<file path="config.mk">
export PLATFORM = sky130hd
export DESIGN_NAME = dmem_responder
export DESIGN_NICKNAME = d
export VERILOG_FILES = /design/src/rtl/dmem_responder_pkg.sv /design/src/rtl/dmem_tag_store.sv /design/src/rtl/dmem_responder.sv
export SDC_FILE = /design/constraint.sdc
export NUM_CORES = 2
export LEC_CHECK = 0
export BUFFER_PORTS_ARGS = -buffer_cell sky130_fd_sc_hd__buf_2
export CELL_PAD_IN_SITES_DETAIL_PLACEMENT = 0
export CELL_PAD_IN_SITES_GLOBAL_PLACEMENT = 1
export CORE_MARGIN = 2
export CORE_UTILIZATION = 37
export CTS_CLUSTER_SIZE = 40
export DETAILED_ROUTE_END_ITERATION = 16
export GPL_TIMING_DRIVEN = 0
export PLACE_DENSITY = 0.55
export SLEW_MARGIN = 20
export SYNTH_ARGS = -nofsm -noshare
export SYNTH_HDL_FRONTEND = slang
export SYNTH_SLANG_ARGS = --single-unit
</file>
<file path="constraint.sdc">
create_clock -name clk -period 7.2 [get_ports clk]
set_input_delay 1.08 -clock clk [delete_from_list [all_inputs] [get_ports clk]]
set_output_delay 1.08 -clock clk [all_outputs]
set_load 0.05 [all_outputs]
</file>
<file path="src/rtl/dmem_responder_pkg.sv">
// Shared constants and FSM state encoding for the memory-stage responder.
package dmem_responder_pkg;

  localparam int DEF_INDEX_W    = 6;
  localparam int DEF_MEM_ADDR_W = 18;

  typedef enum logic [1:0] {
    ST_IDLE    = 2'd0,
    ST_RD_MISS = 2'd1,
    ST_WR_THRU = 2'd2,
    ST_DONE    = 2'd3
  } state_e;

endpackage

</file>
<file path="src/rtl/dmem_tag_store.sv">
// Flop-based direct-mapped line store: valid/tag/data per line,
// combinational lookup and a single write port.
module dmem_tag_store #(
  parameter int INDEX_W = 6,
  parameter int TAG_W   = 12
) (
  input  logic               clk,
  input  logic               rstn,
  input  logic [INDEX_W-1:0] lookup_index_i,
  input  logic [TAG_W-1:0]   lookup_tag_i,
  output logic               hit_o,
  output logic [31:0]        rdata_o,
  input  logic               wr_en_i,
  input  logic [INDEX_W-1:0] wr_index_i,
  input  logic [TAG_W-1:0]   wr_tag_i,
  input  logic [31:0]        wr_data_i,
  input  logic               wr_set_valid_i
);

  localparam int LINES = 1 << INDEX_W;

  logic [LINES-1:0] valid_q;
  logic [TAG_W-1:0] tag_q  [LINES];
  logic [31:0]      data_q [LINES];

  genvar gi;
  generate
    for (gi = 0; gi < LINES; gi++) begin : g_line
      // Valid bit: cleared by reset, set only by a refill.
      always_ff @(posedge clk) begin
        if (!rstn) begin
          valid_q[gi] <= 1'b0;
        end else if (wr_en_i && wr_set_valid_i && (wr_index_i == INDEX_W'(gi))) begin
          valid_q[gi] <= 1'b1;
        end
      end

      // Tag/data: data written on every write, tag only when the line is (re)allocated.
      always_ff @(posedge clk) begin
        if (wr_en_i && (wr_index_i == INDEX_W'(gi))) begin
          data_q[gi] <= wr_data_i;
          if (wr_set_valid_i) begin
            tag_q[gi] <= wr_tag_i;
          end
        end
      end
    end
  endgenerate

  assign hit_o   = valid_q[lookup_index_i] && (tag_q[lookup_index_i] == lookup_tag_i);
  assign rdata_o = data_q[lookup_index_i];

endmodule

</file>
<file path="src/rtl/dmem_responder.sv">
// Memory-stage responder: write-through, no-write-allocate, one-word-line
// cache in front of a req/ack backing port, stalling the pipeline on misses
// and stores.
module dmem_responder
  import dmem_responder_pkg::*;
#(
  parameter int INDEX_W    = DEF_INDEX_W,
  parameter int MEM_ADDR_W = DEF_MEM_ADDR_W
) (
  input  logic                  clk,
  input  logic                  rstn,
  input  logic                  memread_mem,
  input  logic                  memwrite_mem,
  input  logic [31:0]           alu_result_mem,
  input  logic [31:0]           write_data_memory_mem,
  input  logic                  alu_ready,
  output logic                  data_ready_mem,
  output logic [31:0]           data_from_memory_mem,
  output logic                  mem_req,
  output logic                  mem_we,
  output logic [MEM_ADDR_W-1:0] mem_addr,
  output logic [31:0]           mem_wdata,
  input  logic                  mem_ack,
  input  logic [31:0]           mem_rdata,
  output logic [31:0]           hit_count,
  output logic [31:0]           miss_count
);

  localparam int TAG_W = MEM_ADDR_W - INDEX_W;

  state_e                state_q, state_d;
  logic                  mem_req_q, mem_req_d;
  logic                  mem_we_q, mem_we_d;
  logic [MEM_ADDR_W-1:0] mem_addr_q, mem_addr_d;
  logic [31:0]           mem_wdata_q, mem_wdata_d;
  logic [31:0]           resp_q, resp_d;
  logic [31:0]           hit_count_q, hit_count_d;
  logic [31:0]           miss_count_q, miss_count_d;

  logic [MEM_ADDR_W-1:0] req_waddr;
  logic [MEM_ADDR_W-1:0] lookup_addr;
  logic                  ts_hit;
  logic [31:0]           ts_rdata;
  logic                  ts_wr_en;
  logic                  ts_set_valid;
  logic [31:0]           ts_wr_data;

  // Byte offset and high address bits are not part of the word address.
  logic unused_addr_bits;
  assign unused_addr_bits = ^{alu_result_mem[31:MEM_ADDR_W+2], alu_result_mem[1:0]};

  assign req_waddr = alu_result_mem[MEM_ADDR_W+1:2];
  // Outside IDLE the lookup follows the in-flight address so the
  // write-through tag check does not depend on the stalled request inputs.
  assign lookup_addr = (state_q == ST_IDLE) ? req_waddr : mem_addr_q;

  dmem_tag_store #(
    .INDEX_W(INDEX_W),
    .TAG_W  (TAG_W)
  ) u_tag_store (
    .clk           (clk),
    .rstn          (rstn),
    .lookup_index_i(lookup_addr[INDEX_W-1:0]),
    .lookup_tag_i  (lookup_addr[MEM_ADDR_W-1:INDEX_W]),
    .hit_o         (ts_hit),
    .rdata_o       (ts_rdata),
    .wr_en_i       (ts_wr_en),
    .wr_index_i    (mem_addr_q[INDEX_W-1:0]),
    .wr_tag_i      (mem_addr_q[MEM_ADDR_W-1:INDEX_W]),
    .wr_data_i     (ts_wr_data),
    .wr_set_valid_i(ts_set_valid)
  );

  // Next-state, backing-port, line-write and pipeline-handshake logic.
  always_comb begin
    state_d              = state_q;
    mem_req_d            = mem_req_q;
    mem_we_d             = mem_we_q;
    mem_addr_d           = mem_addr_q;
    mem_wdata_d          = mem_wdata_q;
    resp_d               = resp_q;
    hit_count_d          = hit_count_q;
    miss_count_d         = miss_count_q;
    ts_wr_en             = 1'b0;
    ts_set_valid         = 1'b0;
    ts_wr_data           = mem_wdata_q;
    data_ready_mem       = 1'b0;
    data_from_memory_mem = 32'd0;

    unique case (state_q)
      ST_IDLE: begin
        data_ready_mem = 1'b1;
        if (memwrite_mem) begin
          // Store wins over a simultaneous load flag.
          data_ready_mem = 1'b0;
          state_d        = ST_WR_THRU;
          mem_req_d      = 1'b1;
          mem_we_d       = 1'b1;
          mem_addr_d     = req_waddr;
          mem_wdata_d    = write_data_memory_mem;
        end else if (memread_mem) begin
          if (ts_hit) begin
            data_from_memory_mem = ts_rdata;
            if (alu_ready) begin
              hit_count_d = hit_count_q + 32'd1;
            end
          end else begin
            data_ready_mem = 1'b0;
            state_d        = ST_RD_MISS;
            mem_req_d      = 1'b1;
            mem_we_d       = 1'b0;
            mem_addr_d     = req_waddr;
            miss_count_d   = miss_count_q + 32'd1;
          end
        end
      end
      ST_RD_MISS: begin
        if (mem_ack) begin
          ts_wr_en     = 1'b1;
          ts_set_valid = 1'b1;
          ts_wr_data   = mem_rdata;
          resp_d       = mem_rdata;
          mem_req_d    = 1'b0;
          state_d      = ST_DONE;
        end
      end
      ST_WR_THRU: begin
        if (mem_ack) begin
          // No allocate: only refresh a line already holding this address.
          ts_wr_en  = ts_hit;
          mem_req_d = 1'b0;
          mem_we_d  = 1'b0;
          state_d   = ST_DONE;
        end
      end
      ST_DONE: begin
        data_ready_mem       = 1'b1;
        data_from_memory_mem = resp_q;
        if (alu_ready) begin
          state_d = ST_IDLE;
        end
      end
      default: state_d = ST_IDLE;
    endcase
  end

  // State and datapath registers; reset abandons any in-flight request.
  always_ff @(posedge clk) begin
    if (!rstn) begin
      state_q      <= ST_IDLE;
      mem_req_q    <= 1'b0;
      mem_we_q     <= 1'b0;
      mem_addr_q   <= '0;
      mem_wdata_q  <= 32'd0;
      resp_q       <= 32'd0;
      hit_count_q  <= 32'd0;
      miss_count_q <= 32'd0;
    end else begin
      state_q      <= state_d;
      mem_req_q    <= mem_req_d;
      mem_we_q     <= mem_we_d;
      mem_addr_q   <= mem_addr_d;
      mem_wdata_q  <= mem_wdata_d;
      resp_q       <= resp_d;
      hit_count_q  <= hit_count_d;
      miss_count_q <= miss_count_d;
    end
  end

  assign mem_req    = mem_req_q;
  assign mem_we     = mem_we_q;
  assign mem_addr   = mem_addr_q;
  assign mem_wdata  = mem_wdata_q;
  assign hit_count  = hit_count_q;
  assign miss_count = miss_count_q;

endmodule

</file>
# [Yosys cells after proc, flatten, opt, wreduce, memory -nomap -nowiden]
# Memories as Yosys holds them, arrays and structs flattened.
# Index checks and enable logic that the tools add are counted.
[classes] n_addsub=2 magnitude_cmp=1 eq_ne=73 muxes=670 n_bitwise=2 reduce_logical=270
[ops] operator="$mux 32" n=68
[ops] operator="$reduce_or 32->1" n=63
[ops] operator="$mux 12" n=63
[ops] operator="$mux 6" n=126
[ops] operator="$reduce_or 12->1" n=63
[ops] operator="$mux 1" n=397
[ops] operator="$eq 6x6->1 const B" n=32
[ops] operator="$logic_and 1x1->1" n=130
[ops] operator="$eq 6x5->1 const B" n=16
[ops] operator="$mux 18" n=4
[ops] operator="$add 32x1->32 const B" n=2
[ops] operator="$pmux 32 s2" n=1
[ops] operator="$eq 6x4->1 const B" n=8
[ops] operator="$eq 6x3->1 const B" n=4
[ops] operator="$reduce_and 4->1" n=4
[ops] operator="$eq 12x12->1" n=1
[ops] operator="$eq 6x2->1 const B" n=2
[ops] operator="$mux 2" n=5
[ops] operator="$pmux 1 s2" n=4
[ops] operator="$lt 6x7->1 const B" n=1
[ops] operator="$bmux 1 s6" n=1
[ops] operator="$eq 6x1->1 const B" n=1
[ops] operator="$logic_not 6->1" n=1
[ops] operator="$ne 2x2->1 const B" n=3
[ops] operator="other kinds (12)" n=18
[totals] register_bits=214 ramBits=2816 output_inout_bits=149 elab_cells=1092 memories=2
[mem_list] memory="u_tag_store.data_q" words=64 word_bits=32 read_ports=1 rd_ports_with_merged_regs=0 wr=1 line="dmem_tag_store.sv:24" text="logic [31:0] data_q [LINES];"
[mem_list] memory="u_tag_store.tag_q" words=64 word_bits=12 read_ports=1 rd_ports_with_merged_regs=0 wr=1 line="dmem_tag_store.sv:23" text="logic [TAG_W-1:0] tag_q [LINES];"

# [Longest topological paths before layout]
[depth] word_depth=74 mapped_depth=22 ltp_nobuf=14

# [Cells and area by module]
# From an unflattened synthesis, not the netlist that was laid out.
[unflattened] cells_unflattened=5524 hier_area_um2=116975.9
[by_module_without_submodules] module="dmem_tag_store" instances=1 cells_each=4590 area_per_inst_um2=109837.8 seq_area_each_um2=85842.3
[by_module_without_submodules] module="dmem_responder" instances=1 cells_each=934 area_per_inst_um2=7138.1 seq_area_each_um2=3002.9

# [Least setup slack after synthesis]
# OpenSTA, ideal clock, no wires.
[synth_path] path_kind="in2out" start="input port alu_result_mem[2]" end="output port data_from_memory_mem[10]" t_arrival_ps=5034 setup_slack_ps=1086 stages=17 path_buffers=5 path_cell_list="buf_2 > buf_2 > buf_2 > clkbuf_1 > o21bai_1 > mux2i_1 > o21ai_0 > a211o_1 > o32ai_1 > o21a_1 > nor3_1 > nand3b_1 > nor4_4 > nand3_2 > buf_2 > a211o_1 > a21oi_1"
[synth_between] elab_chain_len=8 word_cells_on_any_way=11 classes_between="eq/ne: 1; mux: 7; reduce/logical: 1; memory: 2"
[synth_lines] item="from (decl)" line="dmem_responder.sv:14" text="input logic [31:0] alu_result_mem,"
[synth_lines] item="$mux 18 (*)" line="dmem_responder.sv:55" text="assign lookup_addr = (state_q == ST_IDLE) ? req_waddr : mem_addr_q;"
[synth_lines] item="$mem_v2 64x12 or $bmux 1 s6 (tied branches)"
[synth_lines] item="$eq 12x12->1 or $mux 1 (tied branches)" line="dmem_tag_store.sv:50" text="assign hit_o = valid_q[lookup_index_i] && (tag_q[lookup_index_i] == lookup_tag_i);"
[synth_lines] item="$logic_and 1x1->1" line="dmem_tag_store.sv:50"
[synth_lines] item="$mux 32 (*)" line="dmem_responder.sv:102" text="if (ts_hit) begin"
[synth_lines] item="$mux 32 (*)" line="dmem_responder.sv:101" text="end else if (memread_mem) begin"
[synth_lines] item="$mux 32 (*)" line="dmem_responder.sv:93" text="if (memwrite_mem) begin"
[synth_lines] item="$pmux 32 s2 (*)" line="dmem_responder.sv:90" text="unique case (state_q)"
[synth_lines] item="to (decl)" line="dmem_responder.sv:18" text="output logic [31:0] data_from_memory_mem,"
# Every way passes the cells marked *; elsewhere a longest branch is shown, timed or not. The select of a mux whose other input is x is not followed.

# [Final worst setup path]
[layout_path] start="input port alu_result_mem[2]" end="output port data_from_memory_mem[31]"
# The elaborated chain is that of the path after synthesis.

==> flow_summary.toml <==
[run_status]
status = "finished, violations left"
violations = "setup timing"

[global_routing]
grt_antenna_before_repair = 30
grt_pass1_vias = 77240
overflow = 0
grt_first_pass_wirelength_um = 671300
grt_max_degree = 68
grt_use_total_pct = 29.03

[clocking]
cts_buffers = 339
cts-htree-levels = 5
cts_tree = "done"
ctsRootBufferMaster = "clkbuf_16"
cts.sinks = 3030
cts_buffer_depth = 4
clk_pin_slew_ns = 0.06
clk_latency_ns = 0.94
hold_buffers = 0

[cells_and_area]
drive_gt1_share_pct = 26.54
final_cells = 13180
fin_area_um2 = 150200
nNetsFinal = 8617
area_growth_pct = 22.18
fillCellCount = 28900
fin_util_pct = 45.45
layout_common_cells = "edfxtp_1 (2816), nand2_1 (975), mux4_2 (513)"
final_common_cell = "edfxtp_1"

[logic_synthesis]
synth_edf_count = 2816
synthCells = 7691
synth_top_area_share_pct = 68.78
ys_ff_latch = 3030
synth.cell_area_um2 = 122900
synth_top_flop_cell = "edfxtp_1"
yosys.area.top_type = "edfxtp_1"
synth_area_leaders = "edfxtp_1 (69%), mux4_2 (9.4%), dfxtp_1 (3.5%), nand2_1 (3.1%), nor2_1 (1.4%)"
ys_seq_area_share_pct = 72.26
synth_cell_types = 92
synth_area_per_cell_um2 = 15.99
synthArstFlopShare_pct = 0
synth_nets = 7800
ys_warn_count = 0

[floorplanning]
io_pins = 251
die_w_um = 580.4
die_height_um = 580.4
die_area_um2 = 336900
core_area_um2 = 330500
initial_core_util_pct = 37.20
rows = 211

[critical_path]
crit_fanout = 10
path_common_cell = "buf_4"
slowest_stage = "buf_4"
path_class = "in -> out"
required_ns = 6.12
end_kind = "output port"
critPathMaxStageDelay_ns = 0.38
path_cells = "buf_2, clkbuf_4, buf_4, buf_4, buf_4, o21ai_0, o211ai_1, a22oi_1, o32a_4, o32ai_2, xor2_1, nand3_2, nor4_4, buf_4, nand3_4, buf_12, buf_6, a211o_4, a21oi_4, buf_6"
start_kind = "input pin"
cp.arrival_ns = 6.21

[place]
dp_cells = 12500
portBuffers = 233
gp_congestion = 0.9711
placed_area_um2 = 135900
hpwl_um = 352200

[timing]
fin_crit_sh_pct = 101.2
relSlewSlack_pct = 18.53
max_freq_mhz = 137.2
tightest_slew_ns = 1.219
skew_ns = 0.04588
layout_setup_ws_ns = -0.08621
setup_viol = 32
fin_setup_tns_ns = -1.524
slew_violations = 0
hold_viol = 0
rsz0062_at_grt = "false"
period_needed_ns = 7.286

[run]
drv_cap = 0

[route]
drc = 0
num_vias = 79000
detail-route-antenna-nets = 0
avgViaCountPerCell = 5.994
detail_route.wl_per_cell_um = 37.78
first_pass_iters = 6
first_iter_violations = 9883
wirelength_um = 497900

[pwr]
vdd_drop_max_v = 0.0003016
power_density_nw_per_um2 = 410.0
leakagePower_uw = 0.04916

[hold_path]
min_path_type = "in -> reg"
## per-stage QoR
stage | hold WS (ns) | total power, µW | setup WS [ns]
3_3_place_gp | 0.4437 | 41770 | -5.519
3_5_place_dp | 0.4528 | 42470 | -2.902
4_1_cts | 0.3061 | 61390 | 0.001340
6_report | 0.3889 | 61600 | -0.08621
2_1_floorplan | 0.4354 | 31970 | 1.086
5_1_grt | 0.3547 | 63020 | 0.0009348
## worst paths after layout
kind	startpoint	to	slack, ns	cells past startpoint
setup / recovery	alu_result_mem[2]	data_from_memory_mem[31]	-0.09	20
hold / removal	write_data_memory_mem[2]	mem_wdata[2]	0.39	3
setup reg to reg	state_q[1]	u_tag_store.data_q[14][5]	0.34	22
hold reg to reg	u_tag_store.valid_q[15]	u_tag_store.valid_q[15]	0.46	1
## sequential cells by signal, indices dropped and copies added (netlist names)
| signal | flops |
|---|---|
| mem_addr | 18 |
| mem_req | 1 |
| state_q | 2 |
| resp_q | 32 |
| miss_count | 32 |
| u_tag_store.tag_q | 768 |
| u_tag_store.valid_q | 64 |
| u_tag_store.data_q | 2048 |
| mem_we | 1 |
| hit_count | 32 |
| mem_wdata | 32 |
## per-layer routing
layer | track usage [%] | up-vias | wire, µm
met5 | 0 | - | 68
met4 | 16.12 | 10 | 31210
met3 | 5.004 | 1036 | 38490
met2 | 45.83 | 4057 | 229800
met1 | 38.11 | 41720 | 198300
li1 | - | 32170 | -
## cells by family (layout without fill, tap and decap cells)
| family | Yosys count | in the layout | synth area share, % |
|---|---|---|---|
| AO/OA/AOI/OAI | 1355 | 1355 | 7.766 |
| XOR/XNOR | 6 | 6 | 0.04274 |
| adder cells (fa/ha/maj) | 7 | 7 | 0.07123 |
| buffers and inverters | 566 | 1664 | 1.949 |
| flip-flops | 3030 | 3030 | 72.26 |
| multiplexers | 628 | 628 | 10.36 |
| other | 0 | 24 | 0 |
| AND/OR/NAND/NOR | 2099 | 2099 | 7.548 |
## critical path, delay by kind of cell
kind | cells | cell delay [ns]
XOR/XNOR | 1 | 0.23
AND/OR/NAND/NOR | 3 | 0.51
AO/OA/AOI/OAI | 7 | 1.87
buffers and inverters | 9 | 2.44
## cells in the mapped netlist (all sizes together), types with 10 or more instances
| cell | number |
|---|---|
| nor4b | 11 |
| a21boi | 70 |
| o21a | 80 |
| a311oi | 101 |
| nor4 | 18 |
| buf | 255 |
| a211o | 38 |
| o211ai | 156 |
| o21ai | 190 |
| o2111ai | 13 |
| o22ai | 52 |
| mux4 | 513 |
| clkbuf | 276 |
| nor3 | 46 |
| o2bb2ai | 26 |
| a211oi | 71 |
| nand3 | 204 |
| nand4 | 29 |
| o21bai | 60 |
| mux2 | 18 |
| o22a | 10 |
| o31ai | 39 |
| o221ai | 23 |
| and3 | 82 |
| or3 | 12 |
| nor2b | 46 |
| inv | 34 |
| a22oi | 27 |
| dfxtp | 214 |
| nand2 | 1015 |
| o41ai | 11 |
| o311ai | 17 |
| a31oi | 66 |
| nand3b | 12 |
| a21oi | 201 |
| a32oi | 13 |
| nor2 | 468 |
| edfxtp | 2816 |
| nand2b | 104 |
| mux2i | 97 |
| and2 | 18 |
## final cells by class
class	count	area (µm²)	share of cell area (%)
Timing Repair Buffer	479	6325	4.210
Antenna cell	24	60.06	0.03998
Multi-Input combinational cell	4095	34830	23.18
Clock inverter	181	1567	1.043
Tap cell	4366	5463	3.636
Clock buffer	441	9276	6.175
Inverter	35	136.4	0.09079
Sequential cell	3030	88890	59.17
Buffer	528	3676	2.447
## report_power, final
| part | total (µW) | switching [µW] | internal [µW] |
|---|---|---|---|
| clock network | 17200 | 7320 | 9860 |
| logic | 23600 | 16200 | 7400 |
| registers | 20900 | 294 | 20600 |
## repair_timing
action,in CTS,in global routing
pin swaps,35,9
setup endpoints to repair,2134,33
setup buffers,32,7
gates resized for setup,784,87
Note: power is estimated with default switching activity, not from simulation.
